**src/rtl/pe_pkg.sv**
```systemverilog
// pe_pkg: shared definitions for the multi-bank processing element.
//   - default operand, accumulator and bank-count widths
//   - acc_max / acc_min: saturation bounds for a signed accumulator of width w
//   - pe_mode_e: operand interpretation for one MAC operation
package pe_pkg;

    localparam int PE_DATA_W    = 8;
    localparam int PE_ACC_W     = 32;
    localparam int PE_NUM_BANKS = 2;

    // Widest accumulator the bound helpers can describe.
    localparam int PE_MAX_W = 64;

    typedef enum logic {
        PE_UNSIGNED = 1'b0,
        PE_SIGNED   = 1'b1
    } pe_mode_e;

    // Largest signed value in w bits (+2^(w-1)-1), right-aligned in PE_MAX_W bits.
    function automatic logic [PE_MAX_W-1:0] acc_max(input int w);
        return (PE_MAX_W'(1) << (w - 1)) - PE_MAX_W'(1);
    endfunction

    // Bit pattern of the most negative signed value in w bits (-2^(w-1));
    // only the low w bits are meaningful.
    function automatic logic [PE_MAX_W-1:0] acc_min(input int w);
        return PE_MAX_W'(1) << (w - 1);
    endfunction

endpackage

```
**src/rtl/pe_mac.sv**
```systemverilog
// pe_mac: combinational multiply-accumulate for one PE.
//   act, weight : DATA_W operands, interpreted per mode
//   psum        : ACC_W two's-complement partial sum
//   mode        : PE_SIGNED sign-extends both operands, PE_UNSIGNED zero-extends
//   result      : ACC_W sum, wrapped or (with PE_SAT_EN) clamped
//   ovf         : true sum does not fit in signed ACC_W
// Build option: define PE_SAT_EN to saturate instead of wrap.
module pe_mac
    import pe_pkg::*;
#(
    parameter int DATA_W = PE_DATA_W,
    parameter int ACC_W  = PE_ACC_W
) (
    input  logic [DATA_W-1:0] act,
    input  logic [DATA_W-1:0] weight,
    input  logic [ACC_W-1:0]  psum,
    input  pe_mode_e          mode,
    output logic [ACC_W-1:0]  result,
    output logic              ovf
);

`ifdef PE_SAT_EN
    localparam logic [ACC_W-1:0] SAT_MAX = ACC_W'(acc_max(ACC_W));
    localparam logic [ACC_W-1:0] SAT_MIN = ACC_W'(acc_min(ACC_W));
`endif

    logic signed [DATA_W:0]     act_x;
    logic signed [DATA_W:0]     weight_x;
    logic signed [2*DATA_W+1:0] prod;
    logic signed [ACC_W:0]      prod_x;
    logic signed [ACC_W:0]      psum_x;
    logic signed [ACC_W:0]      sum;

    // ACC_W >= 2*DATA_W+1 guarantees the ACC_W+1 sum itself never wraps,
    // so its top two bits disagree exactly when the signed ACC_W range is exceeded.
    always_comb begin
        act_x    = {(mode == PE_SIGNED) && act[DATA_W-1], act};
        weight_x = {(mode == PE_SIGNED) && weight[DATA_W-1], weight};
        prod     = act_x * weight_x;
        prod_x   = (ACC_W+1)'(prod);
        psum_x   = (ACC_W+1)'($signed(psum));
        sum      = prod_x + psum_x;
        ovf      = sum[ACC_W] ^ sum[ACC_W-1];
`ifdef PE_SAT_EN
        if (ovf) begin
            result = sum[ACC_W] ? SAT_MIN : SAT_MAX;
        end else begin
            result = sum[ACC_W-1:0];
        end
`else
        result   = sum[ACC_W-1:0];
`endif
    end

endmodule

```
**src/rtl/pe_mb.sv**
```systemverilog
// pe_mb: parametrised multi-bank processing element for the systolic array.
// Weights, bank tags and partial sums flow north->south; activations, valid,
// switch, select and mode flow west->east. All outputs are registered.
//   clk, rst_n             : clock, asynchronous active-low reset
//   pe_enabled             : low = synchronous clear of all state (highest priority)
//   pe_psum_in/out         : ACC_W partial sum north in, south out
//   pe_weight_in/out       : weight, forwarded south
//   pe_accept_w_in/out     : load weight into bank pe_wbank_in
//   pe_wbank_in/out        : target bank of the load
//   pe_input_in/out        : activation, forwarded east
//   pe_valid_in/out        : activation valid
//   pe_switch_in/out       : make bank pe_sel_in active
//   pe_sel_in/out          : bank to activate
//   pe_signed_in/out       : 1 = signed operands, 0 = unsigned
//   pe_ovf_out             : sticky overflow flag
//   pe_active_bank         : current active bank
// Build option: PE_SAT_EN selects saturating instead of wrapping psum (see pe_mac).
module pe_mb
    import pe_pkg::*;
#(
    parameter int   DATA_W    = PE_DATA_W,
    parameter int   ACC_W     = PE_ACC_W,
    parameter int   NUM_BANKS = PE_NUM_BANKS,
    localparam int  BANK_W    = $clog2(NUM_BANKS)
) (
    input  logic              clk,
    input  logic              rst_n,
    input  logic [ACC_W-1:0]  pe_psum_in,
    input  logic [DATA_W-1:0] pe_weight_in,
    input  logic              pe_accept_w_in,
    input  logic [BANK_W-1:0] pe_wbank_in,
    input  logic [DATA_W-1:0] pe_input_in,
    input  logic              pe_valid_in,
    input  logic              pe_switch_in,
    input  logic [BANK_W-1:0] pe_sel_in,
    input  logic              pe_signed_in,
    input  logic              pe_enabled,
    output logic [ACC_W-1:0]  pe_psum_out,
    output logic [DATA_W-1:0] pe_weight_out,
    output logic              pe_accept_w_out,
    output logic [BANK_W-1:0] pe_wbank_out,
    output logic [DATA_W-1:0] pe_input_out,
    output logic              pe_valid_out,
    output logic              pe_switch_out,
    output logic [BANK_W-1:0] pe_sel_out,
    output logic              pe_signed_out,
    output logic              pe_ovf_out,
    output logic [BANK_W-1:0] pe_active_bank
);

    logic [DATA_W-1:0] bank [NUM_BANKS];
    logic [ACC_W-1:0]  mac_result;
    logic              mac_ovf;
    pe_mode_e          mac_mode;
    logic              load_ok;
    logic              switch_ok;

    // Indices beyond NUM_BANKS exist only when NUM_BANKS is not a power of two;
    // compare in int width so the bound itself is never truncated.
    always_comb begin
        load_ok   = pe_accept_w_in && (int'(pe_wbank_in) < NUM_BANKS);
        switch_ok = pe_switch_in && (int'(pe_sel_in) < NUM_BANKS);
        mac_mode  = pe_signed_in ? PE_SIGNED : PE_UNSIGNED;
    end

    // The MAC reads the registered bank and pointer, so a same-cycle load or
    // switch only takes effect from the next cycle.
    pe_mac #(
        .DATA_W (DATA_W),
        .ACC_W  (ACC_W)
    ) u_mac (
        .act    (pe_input_in),
        .weight (bank[pe_active_bank]),
        .psum   (pe_psum_in),
        .mode   (mac_mode),
        .result (mac_result),
        .ovf    (mac_ovf)
    );

    always_ff @(posedge clk or negedge rst_n) begin
        if (!rst_n) begin
            pe_psum_out     <= '0;
            pe_weight_out   <= '0;
            pe_accept_w_out <= 1'b0;
            pe_wbank_out    <= '0;
            pe_input_out    <= '0;
            pe_valid_out    <= 1'b0;
            pe_switch_out   <= 1'b0;
            pe_sel_out      <= '0;
            pe_signed_out   <= 1'b0;
            pe_ovf_out      <= 1'b0;
            pe_active_bank  <= '0;
            for (int i = 0; i < NUM_BANKS; i++) begin
                bank[i] <= '0;
            end
        end else if (!pe_enabled) begin
            pe_psum_out     <= '0;
            pe_weight_out   <= '0;
            pe_accept_w_out <= 1'b0;
            pe_wbank_out    <= '0;
            pe_input_out    <= '0;
            pe_valid_out    <= 1'b0;
            pe_switch_out   <= 1'b0;
            pe_sel_out      <= '0;
            pe_signed_out   <= 1'b0;
            pe_ovf_out      <= 1'b0;
            pe_active_bank  <= '0;
            for (int i = 0; i < NUM_BANKS; i++) begin
                bank[i] <= '0;
            end
        end else begin
            pe_weight_out   <= pe_weight_in;
            pe_accept_w_out <= pe_accept_w_in;
            pe_wbank_out    <= pe_wbank_in;
            pe_input_out    <= pe_input_in;
            pe_valid_out    <= pe_valid_in;
            pe_switch_out   <= pe_switch_in;
            pe_sel_out      <= pe_sel_in;
            pe_signed_out   <= pe_signed_in;

            if (load_ok) begin
                bank[pe_wbank_in] <= pe_weight_in;
            end
            if (switch_ok) begin
                pe_active_bank <= pe_sel_in;
            end

            if (pe_valid_in) begin
                pe_psum_out <= mac_result;
                if (mac_ovf) begin
                    pe_ovf_out <= 1'b1;
                end
            end else begin
                pe_psum_out <= pe_psum_in;
            end
        end
    end

endmodule

```
**config.mk**
```make
export PLATFORM = sky130hd
export DESIGN_NAME = pe_mb
export DESIGN_NICKNAME = d
export VERILOG_FILES = /design/src/rtl/pe_pkg.sv /design/src/rtl/pe_mac.sv /design/src/rtl/pe_mb.sv
export SDC_FILE = /design/constraint.sdc
export NUM_CORES = 1
export LEC_CHECK = 0
export CAP_MARGIN = 40
export CORE_MARGIN = 4
export CORE_UTILIZATION = 57
export DETAILED_ROUTE_END_ITERATION = 10
export GPL_TIMING_DRIVEN = 0
export PLACE_DENSITY = 0.86
export RECOVER_POWER = 25
export SYNTH_ARGS = -nofsm -noshare
export SYNTH_HDL_FRONTEND = slang
export SYNTH_SLANG_ARGS = --single-unit
```
**constraint.sdc**
```tcl
create_clock -name clk -period 8.7 [get_ports clk]
set_input_delay 1.74 -clock clk [delete_from_list [all_inputs] [get_ports clk]]
set_output_delay 1.74 -clock clk [all_outputs]
set_load 0.01 [all_outputs]
```
After elaboration in Yosys (flattened, before gate mapping)
Cells that the tools add are included.
{"block": "word_totals", "regBits": 72, "elab_cells": 53, "input_bits": 57, "output_inout_bits": 56}
{"block": "op_classes", "eq_ne": 4, "n_mux": 24, "n_bitwise": 3, "add_sub_neg": 1, "n_reduce_logical": 4, "n_lt_le_gt_ge": 3, "multipliers": 1}
{"cell": "32-bit two-way mux", "count": 2}
{"cell": "8-bit two-way mux", "count": 6}
{"cell": "18-bit by 32-bit adder with 33-bit output", "count": 1}
{"cell": "16-bit two-way mux", "count": 2}
{"cell": "9-bit by 9-bit multiplier with 18-bit output", "count": 1}
{"cell": "16-bit bitwise mux", "count": 1}
{"cell": "1-bit two-way mux", "count": 12}
{"cell": "8-bit demux with 1-bit select", "count": 1}
{"cell": "2-bit != test (second input constant)", "count": 3}
{"cell": "2-bit >= comparator (second input constant)", "count": 2}
{"cell": "1-bit NOT with 2-bit output", "count": 2}
{"cell": "1-bit logical AND", "count": 3}
{"cell": "2-bit by 1-bit less-than comparator with 1-bit output (second input constant)", "count": 1}
{"cell": "2-bit by 1-bit != test with 1-bit output (second input constant)", "count": 1}
{"cell": "2-bit AND reduction", "count": 1}
{"cell": "1-bit bitwise XOR", "count": 1}

Logic depth before layout (Yosys ltp)
Gate-level depths: netlist of the first run.
{"block": "logic_depth", "depth_word": 11, "ltp_mapped": 23, "ltp_nobuf": 22}

By module
A second synthesis of the first run with hierarchy kept.
{"block": "unflattened", "hier_cells": 917, "hier_area_um2": 8713.4}
{"mod": "pe_mac", "seq_area_each_um2": 0.0, "n_inst": 1, "area_per_inst_um2": 5766.8, "cells_per_inst": 691}
{"mod": "pe_mb", "seq_area_each_um2": 1801.7, "n_inst": 1, "area_per_inst_um2": 2946.6, "cells_per_inst": 226}

Worst setup path before layout of the first run
No wires, ideal clock.
{"block": "synth_path", "path_type": "input -> register", "startpoint": "input port pe_signed_in", "endpoint": "register pe_ovf_out", "cell_stages": 21, "required_time_ps": 8577, "arrival_ps": 7261, "path_buffers": 2, "setup_ps": 123, "path_slack_ps": 1316, "cell_sequence": "and2_1 > clkbuf_1 > nand2_1 > fa_1 > fa_1 > fa_1 > inv_1 > fa_1 > inv_1 > fa_1 > inv_1 > ha_1 > buf_6 > a21o_1 > a31o_1 > a221o_1 > or3b_1 > o221ai_2 > xnor2_1 > xnor2_1 > o21ai_1"}
{"block": "synth_between", "elab_chain_cells": 7, "word_cells_on_any_way": 8, "classes_between": "add/sub: 1; mul: 1; eq/ne: 1; mux: 1; bitwise: 1; reduce/logical: 3"}
{"element": "start, declared", "line_no": "pe_mb.sv:36", "source": "input logic pe_signed_in,"}
{"element": "1-bit two-way mux *", "line_no": "pe_mb.sv:63", "source": "mac_mode = pe_signed_in ? PE_SIGNED : PE_UNSIGNED;"}
{"element": "1-bit logical AND, on equally long branches", "line_no": "pe_mac.sv:37, pe_mac.sv:38"}
{"element": "9-bit by 9-bit multiplier with 18-bit output *", "line_no": "pe_mac.sv:39", "source": "prod = act_x * weight_x;"}
{"element": "18-bit by 32-bit adder with 33-bit output *", "line_no": "pe_mac.sv:42", "source": "sum = prod_x + psum_x;"}
{"element": "1-bit bitwise XOR *", "line_no": "pe_mac.sv:43", "source": "ovf = sum[ACC_W] ^ sum[ACC_W-1];"}
{"element": "2-bit by 1-bit != test with 1-bit output (no line) *"}
{"element": "2-bit AND reduction (no line) *"}
{"element": "end signal, assigned", "line_no": "pe_mb.sv:91", "source": "pe_ovf_out <= 1'b0;"}
{"element": "end signal, assigned", "line_no": "pe_mb.sv:106", "source": "pe_ovf_out <= 1'b0;"}
{"element": "end signal, assigned", "line_no": "pe_mb.sv:131", "source": "pe_ovf_out <= 1'b1;"}
{"element": "end, declared", "line_no": "pe_mb.sv:47", "source": "output logic pe_ovf_out,"}
Mark *: on every way between the ends. The rest lies on a longest branch, timed or not.
A chain may end at the register's enable or synchronous reset.

Worst setup path in the final report of the first run
Same ends and word-level chain as after synthesis.

==> results.cfg, run 1 <==
[power_and_ir_drop]
pwr-share-clk = 0.230
power_switching_uw = 623
p_per_area_nw_per_um2 = 156
combPwrFrac = 0.526
ir_worst_vdd_mv = 0.125
power_frac_seq = 0.244
netSwitchingFraction = 0.395
cellLeakagePower_uw = 0.00518
internal_power_uw = 955

[sta]
hold_violations = 0
fin_skew_ns = 0.00508
grt_setup_unrepaired = false
slew_viol_final = 75
finalCritPeriodShare = 0.949
maxSlewHeadroom = -0.324
setup_viol = 0
max_freq_mhz = 121
tightest_slew_ns = 1.99
timing.setup.tns_ns = 0
min_period_ns = 8.25

[setup_path]
cp-end-kind = register
critPathMaxStageDelay_ns = 0.79
critPathKind = input pin to register
required_ns = 8.93
cp_slowest_cell = fa_1
cpMostUsedCell = fa_1
path_cells = clkdlybuf4s50_1, and2_1, clkbuf_1, nand2_1, fa_1, fa_1, fa_1, clkinvlp_4, buf_4, fa_1, inv_1, fa_1, inv_1, ha_1, a21o_1, a31o_1, a221o_1, or3b_1, o221ai_2, xnor2_1, xnor2_1, o21ai_1
cp-start-kind = input pin
cp.arrival_ns = 8.49
cp_max_fo = 10

[drt]
detail_route.wl_per_cell_um = 16.4
viasPerCell = 5.32
ant_nets = 0
first_iter_violations = 309
finalWirelength_mm = 19.9
drc = 0
drt-pass1-iter-count = 5
via_count = 6471

[clocking]
clock_sinks = 72
cts_max_level = 3
clkLatencyLatePin_ns = 0.35
postCtsHoldBufs = 0
clockBufferDepth = 2
cts-root-buf = clkbuf_16
cts_tree = yes
clkTransAtPathRegs_ns = 0.06
cts_buffers = 9

[global_route]
grt_max_degree = 38
grt_pass1_wl_mm = 33.2
grtUsageTotal = 0.250
grt_antenna_before_repair = 0
grt-ovfl-total = 0
grt_pass1_vias = 6983

[place]
io_buffers = 106
dpl_cell_area_um2 = 9820
dp_hpwl_mm = 16.5
globalplace.congestion = 0.890

[floorplan]
core_um2 = 14500
fp-row-count = 44
die_height_um = 130
die_w_um = 130
io_pins = 113
die_area_um2 = 16900
initial_core_util = 0.584

[status]
status = finished with violations
violations = capacitance limit, slew limit

[yosys]
yosys.area.top_type_share = 0.276
synth-adder-area-share = 0.390
synth-seq-area-share = 0.212
synth_area_per_cell_um2 = 9.40
synth_cells = 903
synth_flop_cell = dfrtp_1
synth_top_family_by_area = adder cells
yosysUniqueCellTypes = 51
synth-async-reset-ratio = 1.00
synth_edf_count = 0
synth_nets = 1154
synthMuxAreaShare = 0.0364
netlist_top_cells_area = fa_1, dfrtp_1, ha_1, inv_1, nand2_1
synth_warnings = 0
synth_compound_area_frac = 0.0982
ys_ff_latch = 72
yosysTopAreaCell = fa_1
syn_area_um2 = 8490
yosys.area_share.simple = 0.138
synth_xor_area_frac = 0.0227

[final_layout]
layout-drive-gt1-share = 0.0397
synthToLayoutAreaGrowth_pct = 19.4
fin_nets = 1278
finish.instance_area_um2 = 10100
num_antenna_cells = 0

[worst_hold_path]
hp-class = register to register

[flow_run]
drv_cap = 2
worst max-delay path: cells and delay by family:
kind / cells / cell delay, ns
adders and majority gates: 6 / 3.31
and+or+nand+nor: 3 / 0.72
AOI/OAI and AO/OA: 5 / 1.07
xor gates and xnor gates: 2 / 0.33
buffers and inverters: 6 / 1.32
routing by layer:
| layer | track usage | wire length, um | vias up |
|---|---|---|---|
| met1 | 0.308 | 8150 | 3169 |
| li1 | - | - | 3062 |
| met2 | 0.442 | 10200 | 198 |
| met5 | 0 | 0 | - |
| met4 | 0.0917 | 504 | 0 |
| met3 | 0.0430 | 1050 | 42 |
state kept, by name, summed over array words and instances (netlist names):
signal and cells:
pe_weight_out 8, pe_wbank_out 1, pe_ovf_out 1, pe_switch_out 1, bank 16, pe_psum_out 32, pe_active_bank 1, pe_sel_out 1
pe_valid_out 1, pe_input_out 8, pe_accept_w_out 1, pe_signed_out 1
layout by cell type (no fill, tap or decap), types with 30 or more instances in the layout:
| cell type | count |
|---|---|
| clkdlybuf4s50_1 | 105 |
| fa_1 | 117 |
| nor2b_1 | 40 |
| nand2_1 | 86 |
| dfrtp_1 | 72 |
| and2_1 | 41 |
| ha_1 | 77 |
| a21oi_1 | 30 |
| inv_1 | 202 |
worst paths after layout:
| check | startpoint | endpoint | slack [ns] | cells after the start |
|---|---|---|---|---|
| setup reg to reg | pe_active_bank$_DFFE_PN0P_ | pe_ovf_out$_DFFE_PN0P_ | 1.42 | 22 |
| hold / removal | pe_ovf_out$_DFFE_PN0P_ | pe_ovf_out$_DFFE_PN0P_ | 0.51 | 2 |
| hold reg to reg | pe_ovf_out$_DFFE_PN0P_ | pe_ovf_out$_DFFE_PN0P_ | 0.51 | 2 |
| min in group asynchronous | rst_n | pe_weight_out[5]$_DFF_PN0_ | 1.93 | 1 |
| setup / recovery | pe_signed_in | pe_ovf_out$_DFFE_PN0P_ | 0.45 | 22 |
| max in group asynchronous | rst_n | pe_psum_out[17]$_DFF_PN0_ | 4.11 | 2 |
kinds of logic (layout without fill, tap and decap cells):
family,count (synthesis),in the layout
buf+inv,230,359
xor+xnor,22,22
fa+ha+maj,194,194
flops,72,72
compound gates,121,121
mux,30,30
simple gates,234,234
cells in the mapped netlist (all sizes together), types with 15 or more instances:
cell type / instances
and2: 41
nor2: 23
nand3: 15
xnor2: 18
o21ai: 20
a21oi: 30
inv: 204
ha: 77
fa: 117
mux2i: 23
nor2b: 40
dfrtp: 72
nand2: 86
clkbuf: 17
cell type report:
| cell class | count | area [um^2] |
|---|---|---|
| well taps | 184 | 230 |
| clock inverters | 5 | 41.3 |
| multi-input cells | 601 | 5810 |
| flip-flops and latches | 72 | 1800 |
| fillers | 1124 | 4400 |
| clock buffers | 11 | 253 |
| repair buffers | 113 | 1110 |
| inverters | 204 | 773 |
| plain buffers | 26 | 106 |
through the flow:
stage	hold slack [ns]	power, uW	util	std cells	setup WS [ns]
after CTS	0.520	1580	0.696	1212	0.385
after detailed placement	0.502	1210	0.676	1196	0.0289
after floorplan	0.505	958	-	903	1.32
final	0.513	1580	0.697	1216	0.445
after global routing	0.561	1700	0.697	1216	0.124
after global placement	0.482	1190	0.673	1193	0.0809
what timing repair did:
item / in CTS / in global routing
gates resized for setup: 0 / 2
endpoints found under the setup margin: 0 / 1
buffers inserted: 0 / 4
power by group through the flow:
| stage | combinational (uW) | sequential (uW) | clock (uW) |
|---|---|---|---|
| 3_5_place_dp | 823 | 390 | 0 |
| 4_1_cts | 831 | 385 | 367 |
| 3_3_place_gp | 796 | 390 | 0 |
| 2_1_floorplan | 550 | 409 | 0 |
| 6_report | 830 | 385 | 363 |
| 5_1_grt | 930 | 388 | 382 |
Note: power is estimated with default switching activity, not from simulation.
==> inputs of run 2 (changes only) <==
Settings changed: CAP_MARGIN 40 to unset, PLACE_DENSITY 0.86 to 0.88.
==> results.cfg, run 2 (synthesis gave the netlist of run 1 again) <==
[final_layout]
multiInputGateArea_um2 = 5810
synthToLayoutAreaGrowth_pct = 18.4
seqCellArea_um2 = 1800
regMostFlops = pe_psum_out
final_core_util = 0.691
final_cell_mix = inv_1, fa_1, clkdlybuf4s50_1
reg_top3 = pe_psum_out: 32 flops, bank: 16 flops
largest_register_ffs = 32
fill_cells = 1115
fin_nets = 1271
layout-drive-gt1-share = 0.0312
num_antenna_cells = 0
final_common_cell = inv_1

[clocking]
clkLatencyLatePin_ns = 0.36
cts_max_level = 3
clkTransAtPathRegs_ns = 0.07
postCtsHoldBufs = 0
cts_buffers = 9
clock_sinks = 72
cts_tree = yes
clockBufferDepth = 2
cts-resized-gates = 0
cts_setup_buffers = 0
cts-root-buf = clkbuf_16

[drt]
wl_met1_mm = 8.16
drc = 0
ant_nets = 0
finalWirelength_mm = 19.6
wl_met3_um = 935
via_count = 6426
first_iter_violations = 341
drt-pass1-iter-count = 4
top_layer_used = met4
viasPerCell = 5.32
dr_wl_met2_mm = 10.0
detail_route.wl_per_cell_um = 16.2

[power_and_ir_drop]
total_power_uw = 1560
netSwitchingFraction = 0.400
ir_worst_vdd_mv = 0.128
cellLeakagePower_uw = 0.00515
internal_power_uw = 937
p_per_area_nw_per_um2 = 155
combPwrFrac = 0.528
power_switching_uw = 625
power_frac_seq = 0.246
pwr-share-clk = 0.226

[place]
globalplace.congestion = 0.900
dp_hpwl_mm = 16.2
io_buffers = 106

[sta]
slew_viol_final = 73
min_period_ns = 8.24
hold_violations = 0
maxSlewHeadroom = -1.54
fin_hold_ws_ns = 0.521
max_freq_mhz = 121
timing.setup.tns_ns = 0
tightest_slew_ns = 3.81
fin_skew_ns = 0.0146
setup_viol = 0
grt_setup_unrepaired = false
finalCritPeriodShare = 0.948

[setup_path]
critPathKind = input pin to register
cp-end-kind = register
cp-start-kind = input pin
required_ns = 8.94
cp_max_fo = 12
cp.arrival_ns = 8.49

[global_route]
grt-ovfl-total = 0
grt_pass1_vias = 6851
grt_max_degree = 73
grtUsageTotal = 0.252
grt_pass1_wl_mm = 33.2
grt_antenna_before_repair = 0

[worst_hold_path]
hp-class = register to register

[floorplan]
die_height_um = 130
initial_core_util = 0.584
die_w_um = 130
fp-row-count = 44
io_pins = 113
core_um2 = 14500
die_area_um2 = 16900

[flow_run]
drv_cap = 1

[status]
status = finished with violations
violations = capacitance limit, slew limit
run 2: cell types whose count changed in the layout (fill, tap and decap cells not counted):
cell,delta
buf_4,-5
clkinv_2,+1
inv_6,+1
buf_8,-1
clkinvlp_4,-1
clkbuf_8,-2
inv_1,+2
clkinv_4,-2
run 2: layout make-up:
type | instances | share of cell area
clock inverter | 6 | 0.00448
sequential | 72 | 0.179
inverter | 204 | 0.0762
tap | 184 | 0.0229
timing repair buffer | 106 | 0.105
clock buffer | 10 | 0.0228
buffer | 26 | 0.0106
multi-input combinational | 601 | 0.579
run 2: through the flow:
step	cells	setup WS (ns)	cell area (um^2)
6_report	1209	0.457	10000
3_5_place_dp	1193	0.0864	9780
4_1_cts	1209	0.461	10000
5_1_grt	1209	0.00358	10000
3_3_place_gp	1193	0.116	9780
2_1_floorplan	903	1.32	8490
run 2: final timing paths:
check / startpoint / endpoint / slack (ns) / cells after the start
worst max register to register: pe_active_bank$_DFFE_PN0P_ / pe_ovf_out$_DFFE_PN0P_ / 1.43 / 21
min in group asynchronous: rst_n / bank[14]$_DFFE_PN0P_ / 2.70 / 1
worst min-delay path: pe_ovf_out$_DFFE_PN0P_ / pe_ovf_out$_DFFE_PN0P_ / 0.52 / 2
max in group asynchronous: rst_n / pe_psum_out[18]$_DFF_PN0_ / 3.87 / 1
worst max-delay path: pe_signed_in / pe_ovf_out$_DFFE_PN0P_ / 0.46 / 22
worst min register to register: pe_ovf_out$_DFFE_PN0P_ / pe_ovf_out$_DFFE_PN0P_ / 0.52 / 2
run 2: power groups by stage:
stage	clock [uW]	combinational, uW	sequential [uW]
final	353	824	385
after floorplan	0	550	409
after detailed placement	0	817	390
after global placement	0	797	390
after CTS	356	828	385
after global routing	369	928	388
run 2: metal layers:
layer | vias up | GRT usage
met4 | 0 | 0.0880
met5 | - | 0
li1 | 3051 | -
met1 | 3141 | 0.317
met3 | 39 | 0.0401
met2 | 195 | 0.443
run 2: critical path, stage by stage:
cell and delay [ns]:
clkdlybuf4s50_1 0.50, and2_1 0.13, clkbuf_1 0.30, nand2_1 0.21, fa_1 0.79, fa_1 0.50, fa_1 0.62, inv_1 0.35
fa_1 0.61, inv_1 0.05, fa_1 0.48, inv_1 0.04, ha_1 0.27, buf_6 0.14, a21o_1 0.19, a31o_1 0.21
a221o_1 0.37, or3b_1 0.37, o221ai_2 0.15, xnor2_1 0.19, xnor2_1 0.17, o21ai_1 0.08
